==> src/rtl/rand_num_gen_param_if.sv <==
// Request/result bundle between the controller side and the random number generator.
interface rand_num_gen_param_if #(
  parameter int unsigned WIDTH  = 4,
  parameter int unsigned LFSR_W = 16
);
  logic              req;
  logic              seed_load;
  logic [LFSR_W-1:0] seed_in;
  logic [WIDTH-1:0]  range_max;
  logic [WIDTH-1:0]  rand_num;
  logic              rand_valid;
  logic              busy;
  logic              overrun;

  modport master (
    output req, seed_load, seed_in, range_max,
    input  rand_num, rand_valid, busy, overrun
  );

  modport slave (
    input  req, seed_load, seed_in, range_max,
    output rand_num, rand_valid, busy, overrun
  );
endinterface

==> src/rtl/rand_num_gen_param.sv <==
// Bounded random draws from a free-running Galois LFSR, triggered by a
// synchronised request edge; rejection sampling with a clamp fallback.
module rand_num_gen_param #(
  parameter int unsigned       WIDTH     = 4,
  parameter int unsigned       LFSR_W    = 16,
  parameter logic [LFSR_W-1:0] TAPS      = LFSR_W'(16'hB400),
  parameter logic [LFSR_W-1:0] SEED      = LFSR_W'(16'hACE1),
  parameter int unsigned       MAX_TRIES = 8
) (
  input logic                 clk,
  input logic                 rst,
  rand_num_gen_param_if.slave bus
);

  localparam int unsigned      TRY_W    = (MAX_TRIES > 1) ? $clog2(MAX_TRIES) : 1;
  localparam logic [TRY_W-1:0] LAST_TRY = TRY_W'(MAX_TRIES - 1);

  typedef enum logic {
    IDLE = 1'b0,
    DRAW = 1'b1
  } state_e;

  state_e            state_q;
  logic [LFSR_W-1:0] lfsr_q, lfsr_d, lfsr_step_c;
  logic              s1_q, s2_q, s3_q;
  logic              req_edge_c;
  logic [WIDTH-1:0]  rmax_q;
  logic [WIDTH-1:0]  cand_c;
  logic [TRY_W-1:0]  try_cnt_q;
  logic [WIDTH-1:0]  rand_num_q;
  logic              rand_valid_q;
  logic              busy_q;
  logic              overrun_q;

  // Next LFSR value: a reseed overrides the step; a zero seed falls back to SEED
  always_comb begin
    lfsr_step_c = (lfsr_q >> 1) ^ (lfsr_q[0] ? TAPS : '0);
    lfsr_d      = lfsr_step_c;
    if (bus.seed_load) begin
      lfsr_d = (bus.seed_in == '0) ? SEED : bus.seed_in;
    end
  end

  always_ff @(posedge clk or negedge rst) begin
    if (!rst) begin
      lfsr_q <= SEED;
    end else begin
      lfsr_q <= lfsr_d;
    end
  end

  // Two-flop synchroniser plus one delay flop for rising-edge detection
  always_ff @(posedge clk or negedge rst) begin
    if (!rst) begin
      s1_q <= 1'b0;
      s2_q <= 1'b0;
      s3_q <= 1'b0;
    end else begin
      s1_q <= bus.req;
      s2_q <= s1_q;
      s3_q <= s2_q;
    end
  end

  assign req_edge_c = s2_q & ~s3_q;
  assign cand_c     = lfsr_q[WIDTH-1:0];

  always_ff @(posedge clk or negedge rst) begin
    if (!rst) begin
      state_q      <= IDLE;
      rmax_q       <= '0;
      try_cnt_q    <= '0;
      rand_num_q   <= '0;
      rand_valid_q <= 1'b0;
      busy_q       <= 1'b0;
      overrun_q    <= 1'b0;
    end else begin
      rand_valid_q <= 1'b0;
      case (state_q)
        IDLE: begin
          if (req_edge_c) begin
            rmax_q    <= bus.range_max;
            try_cnt_q <= '0;
            busy_q    <= 1'b1;
            state_q   <= DRAW;
          end
        end
        DRAW: begin
          // Requests arriving mid-draw are dropped, only flagged
          if (req_edge_c) begin
            overrun_q <= 1'b1;
          end
          if (cand_c <= rmax_q) begin
            rand_num_q   <= cand_c;
            rand_valid_q <= 1'b1;
            busy_q       <= 1'b0;
            state_q      <= IDLE;
          end else if (try_cnt_q == LAST_TRY) begin
            rand_num_q   <= rmax_q;
            rand_valid_q <= 1'b1;
            busy_q       <= 1'b0;
            state_q      <= IDLE;
          end else begin
            try_cnt_q <= try_cnt_q + TRY_W'(1);
          end
        end
        default: state_q <= IDLE;
      endcase
    end
  end

  assign bus.rand_num   = rand_num_q;
  assign bus.rand_valid = rand_valid_q;
  assign bus.busy       = busy_q;
  assign bus.overrun    = overrun_q;

endmodule

==> src/flat_wrapper.sv <==
// flat-port wrapper written by rule: the top's interface ports become plain ports
module rand_num_gen_param_flat 
#(
  parameter int unsigned       WIDTH     = 4,
  parameter int unsigned       LFSR_W    = 16,
  parameter logic [LFSR_W-1:0] TAPS      = LFSR_W'(16'hB400),
  parameter logic [LFSR_W-1:0] SEED      = LFSR_W'(16'hACE1),
  parameter int unsigned       MAX_TRIES = 8
)
  (clk, rst, bus_req, bus_seed_load, bus_seed_in, bus_range_max, bus_rand_num, bus_rand_valid, bus_busy, bus_overrun);
  rand_num_gen_param_if #(.WIDTH(WIDTH), .LFSR_W(LFSR_W)) bus_i ();
  input logic clk;
  input logic rst;
  input wire logic [$bits(bus_i.req)-1:0] bus_req;
  input wire logic [$bits(bus_i.seed_load)-1:0] bus_seed_load;
  input wire logic [$bits(bus_i.seed_in)-1:0] bus_seed_in;
  input wire logic [$bits(bus_i.range_max)-1:0] bus_range_max;
  output wire logic [$bits(bus_i.rand_num)-1:0] bus_rand_num;
  output wire logic [$bits(bus_i.rand_valid)-1:0] bus_rand_valid;
  output wire logic [$bits(bus_i.busy)-1:0] bus_busy;
  output wire logic [$bits(bus_i.overrun)-1:0] bus_overrun;
  assign bus_i.req = bus_req;
  assign bus_i.seed_load = bus_seed_load;
  assign bus_i.seed_in = bus_seed_in;
  assign bus_i.range_max = bus_range_max;
  assign bus_rand_num = bus_i.rand_num;
  assign bus_rand_valid = bus_i.rand_valid;
  assign bus_busy = bus_i.busy;
  assign bus_overrun = bus_i.overrun;
  rand_num_gen_param #(.WIDTH(WIDTH), .LFSR_W(LFSR_W), .TAPS(TAPS), .SEED(SEED), .MAX_TRIES(MAX_TRIES)) u_core (.clk(clk), .rst(rst), .bus(bus_i));
endmodule
==> config.mk <==
export PLATFORM = sky130hd
export DESIGN_NAME = rand_num_gen_param_flat
export DESIGN_NICKNAME = d
export VERILOG_FILES = /design/src/rtl/rand_num_gen_param_if.sv /design/src/rtl/rand_num_gen_param.sv /design/src/flat_wrapper.sv
export SDC_FILE = /design/constraint.sdc
export NUM_CORES = 1
export LEC_CHECK = 0
export ABC_AREA = 1
export BUFFER_PORTS_ARGS = -buffer_cell sky130_fd_sc_hd__buf_2
export CORE_AREA = 10 10 59 84
export DETAILED_ROUTE_END_ITERATION = 16
export DIE_AREA = 0 0 69 94
export PLACE_DENSITY_LB_ADDON = 0.2
export SLEW_MARGIN = 20
export SYNTH_ARGS = -nofsm -noshare
export SYNTH_HDL_FRONTEND = slang
export SYNTH_SLANG_ARGS = --single-unit
==> constraint.sdc <==
create_clock -name clk -period 1.8 [get_ports clk]
set_input_delay 0.27 -clock clk [delete_from_list [all_inputs] [get_ports clk]]
set_output_delay 0.27 -clock clk [all_outputs]
set_load 0.05 [all_outputs]
==> impl_metrics.json <==
{
  "status": "completed",
  "crit_required_ns": 1.98,
  "leakage_nw": 0.995,
  "seq_power_share_pct": 42.7,
  "worstSetupEndpointType": "flop",
  "post_synth_num_cell_types": 26,
  "gpl.final_weighted_congestion": 0.887,
  "clock_tree.root_cell": "sky130_fd_sc_hd__clkbuf_8",
  "p_total_mw": 2.37,
  "clk_latency_ns": 0.29,
  "drt-pass1-iter-count": 4,
  "drt_drc_violations_left": 0,
  "worst_pin_slew_ns": 0.725,
  "cell_pwr_density_nw_per_um2": 1250,
  "post-dp-hpwl_mm": 2.56,
  "wl_per_cell_um": 12.9,
  "die_y_um": 94,
  "cts.clk_slew.worst_paths_ns": 0.07,
  "worst_clock_skew_ns": 0.00335,
  "synthesis.yosys.warnings": 0,
  "post_cts.resized_instances": 0,
  "vias_per_cell": 5.00,
  "post_cts_buffers": 0,
  "antenna_cells_inserted": 0,
  "cts_made_buffers": 5,
  "die_x_um": 69,
  "final_layout_size_suffix_gt1_share_pct": 29.2,
  "postRouteWirelength_mm": 3.27,
  "initial_utilization_pct": 47.4,
  "final_cell_mix": "51 x sky130_fd_sc_hd__nand2_1, 30 x sky130_fd_sc_hd__buf_2, 26 x sky130_fd_sc_hd__dfrtp_1, 25 x sky130_fd_sc_hd__nor2_1, 11 x sky130_fd_sc_hd__inv_1",
  "antenna_left": 0,
  "hold_viol": 0,
  "ys_ff_latch": 34,
  "placeableCoreArea_sq_um": 3450,
  "fin_tns_setup_ns": 0,
  "synthTopCellsByArea": "sky130_fd_sc_hd__dfrtp_1 40%, sky130_fd_sc_hd__dfstp_2 13%, sky130_fd_sc_hd__nand2_1 12%",
  "synth.net_count": 209,
  "layout_commonest_cell": "sky130_fd_sc_hd__nand2_1",
  "timing.max_cap.violations": 0,
  "setup-violations-final": 0,
  "register_area_sq_um": 861,
  "layout_worst_path_cycle_share_pct": 86.4,
  "swShare_pct": 37.9,
  "ctsHtreeMaxLevel": 2,
  "netlist_area_sq_um": 1630,
  "p_sw_mw": 0.900,
  "syn_inst": 179,
  "tritoncts": "yes",
  "std_cell_rows": 26,
  "timing.critical_path.from_type": "flop",
  "design.final.nets": 241,
  "dr.first_iter.drc_count": 24,
  "synth_sequential_area_ratio_pct": 52.7,
  "post-place-ws_ns": 0.192,
  "cts.path.max_buffers": 2,
  "antenna_found_initial": 0,
  "min-delay-path-class": "primary input to asynchronous set/reset pin",
  "grt_first_pass_wirelength_mm": 5.80,
  "yosys.area.top_type": "sky130_fd_sc_hd__dfrtp_1",
  "clkSinkCount": 34,
  "synth_area_per_cell_sq_um": 9.12,
  "peakVddDrop_v": 0.000791,
  "worstPathArrival_ns": 1.73,
  "achievable-frequency_mhz": 643,
  "setup_slack_ns": 0.244,
  "critPathMaxFanout": 7,
  "multi_input_comb_area_sq_um": 681,
  "slew_viol_final": 0,
  "grtUsageTotal_pct": 10.9,
  "pwr-share-comb_pct": 33.2,
  "fillers": 356,
  "fp.dieArea_sq_um": 6490,
  "clock_share_of_power_pct": 24.1,
  "maximum_number_of_pins_on_one_net_before_global_route_repair": 35,
  "number_of_global_route_vias_before_repair": 1410,
  "yosys.area.top_type_share_pct": 39.8,
  "port_buffers": 30,
  "overflow": 0,
  "finalCriticalPeriod_ns": 1.56,
  "hold_buffer_count_at_cts": 0,
  "rsz0062_at_grt": "false",
  "critPathKind": "flop to flop",
  "synthToLayoutAreaGrowth_pct": 16.4,
  "worst_slew_margin_rel_pct": 51.7,
  "internal_power_mw": 1.47,
  "io_pins": 31,
  "vias": 1271
}
final timing paths:
| kind | slack, ns | cells after the start | endpoint | startpoint |
|---|---|---|---|---|
| max reg2reg | 0.24 | 12 | u_core.bus.rand_num[1]$_DFFE_PN0P_ | u_core.lfsr_q[0]$_DFF_PN1_ |
| max | 0.24 | 12 | u_core.bus.rand_num[1]$_DFFE_PN0P_ | u_core.lfsr_q[0]$_DFF_PN1_ |
| min reg2reg | 0.35 | 0 | u_core.s2_q$_DFF_PN0_ | u_core.s1_q$_DFF_PN0_ |
| min | 0.04 | 1 | u_core.rmax_q[0]$_DFFE_PN0P_ | rst |
| min in group clk | 0.08 | 1 | u_core.s1_q$_DFF_PN0_ | bus_req |
| max in group asynchronous | 1.29 | 1 | u_core.lfsr_q[8]$_DFF_PN0_ | rst |
synth_stat cells:
library cell                 count
sky130_fd_sc_hd__clkbuf_1        4
sky130_fd_sc_hd__ha_1            6
sky130_fd_sc_hd__nand3_2         1
sky130_fd_sc_hd__nand4_2         1
sky130_fd_sc_hd__nor2_1         25
sky130_fd_sc_hd__a22oi_1         3
sky130_fd_sc_hd__a21oi_1         8
sky130_fd_sc_hd__inv_1          11
sky130_fd_sc_hd__inv_2           3
sky130_fd_sc_hd__nand3b_4        1
sky130_fd_sc_hd__nand3_4         1
sky130_fd_sc_hd__dfstp_2         8
sky130_fd_sc_hd__nand2_2         1
sky130_fd_sc_hd__nand2_1        51
sky130_fd_sc_hd__o21ai_1         3
sky130_fd_sc_hd__nand3_1         8
sky130_fd_sc_hd__buf_6           1
sky130_fd_sc_hd__clkinvlp_2      1
sky130_fd_sc_hd__a21oi_2         3
sky130_fd_sc_hd__buf_4           1
sky130_fd_sc_hd__dfrtp_1        26
sky130_fd_sc_hd__nand2_4         4
sky130_fd_sc_hd__mux2_1          1
sky130_fd_sc_hd__xnor2_1         3
sky130_fd_sc_hd__nand4_1         3
sky130_fd_sc_hd__a31o_1          1
power groups by stage:
stage,registers [mW],logic [mW],clock network (mW)
floorplan,1.21,0.419,0
global placement,1.03,0.777,0
detailed placement,1.03,0.796,0
CTS,1.02,0.799,0.589
global route,1.04,0.884,0.627
finish,1.01,0.788,0.572
per-layer routing:
layer	track usage [%]	part of all wire, %	wire length [um]
met4	5.72	2.7	87
met1	9.76	40	1300
met3	4.34	5.5	181
met2	20.3	52	1700
met5	0	0	0
registers in the layout, summed over array words and instances, names as in the netlist, 3 cells and up:
name                 cells
u_core.lfsr_q           16
u_core.rmax_q            4
u_core.try_cnt_q         3
u_core.bus.rand_num      4
critical path, stage by stage (launching register included):
cell	delay, ns
sky130_fd_sc_hd__dfstp_2	0.56
sky130_fd_sc_hd__inv_1	0.06
sky130_fd_sc_hd__ha_1	0.17
sky130_fd_sc_hd__inv_1	0.05
sky130_fd_sc_hd__nand2_1	0.04
sky130_fd_sc_hd__nand2_1	0.07
sky130_fd_sc_hd__nand2_2	0.07
sky130_fd_sc_hd__nand2_4	0.11
sky130_fd_sc_hd__nand2_4	0.08
sky130_fd_sc_hd__nand2_4	0.07
sky130_fd_sc_hd__nand2_4	0.07
sky130_fd_sc_hd__nand2_1	0.06
sky130_fd_sc_hd__nand2_1	0.05
metrics by stage:
step                      cell area, sq um  std cells  util [%]  hold WS (ns)
after global placement                1800        245      52.2         0.335
final                                 1900        254      55.1        0.0361
after floorplan                       1630        179         -       -0.0256
after detailed placement              1800        245      52.2         0.344
after CTS                             1890        253      54.9        0.0653
after global routing                  1900        254      55.1        0.0694
layout make-up:
class | instances | share of cell area, %
Inverter | 15 | 3.03
Clock inverter | 1 | 0.263
Sequential cell | 34 | 45.3
Clock buffer | 7 | 4.54
Multi-Input combinational cell | 124 | 35.8
Tap cell | 42 | 2.76
Timing Repair Buffer | 31 | 8.29
cell families (layout without fill, tap and decap cells):
logic type / count (synthesis) / after routing / share of synthesized area, %
AND/OR/NAND/NOR: 96 / 96 / 27.9
flip-flops: 34 / 34 / 52.7
buffers and inverters: 21 / 54 / 5.59
AO/OA/AOI/OAI: 18 / 18 / 6.90
adder cells (fa/ha/maj): 6 / 6 / 4.60
XOR/XNOR: 3 / 3 / 1.61
multiplexers: 1 / 1 / 0.690
Note: power is estimated with default switching activity, not from simulation.
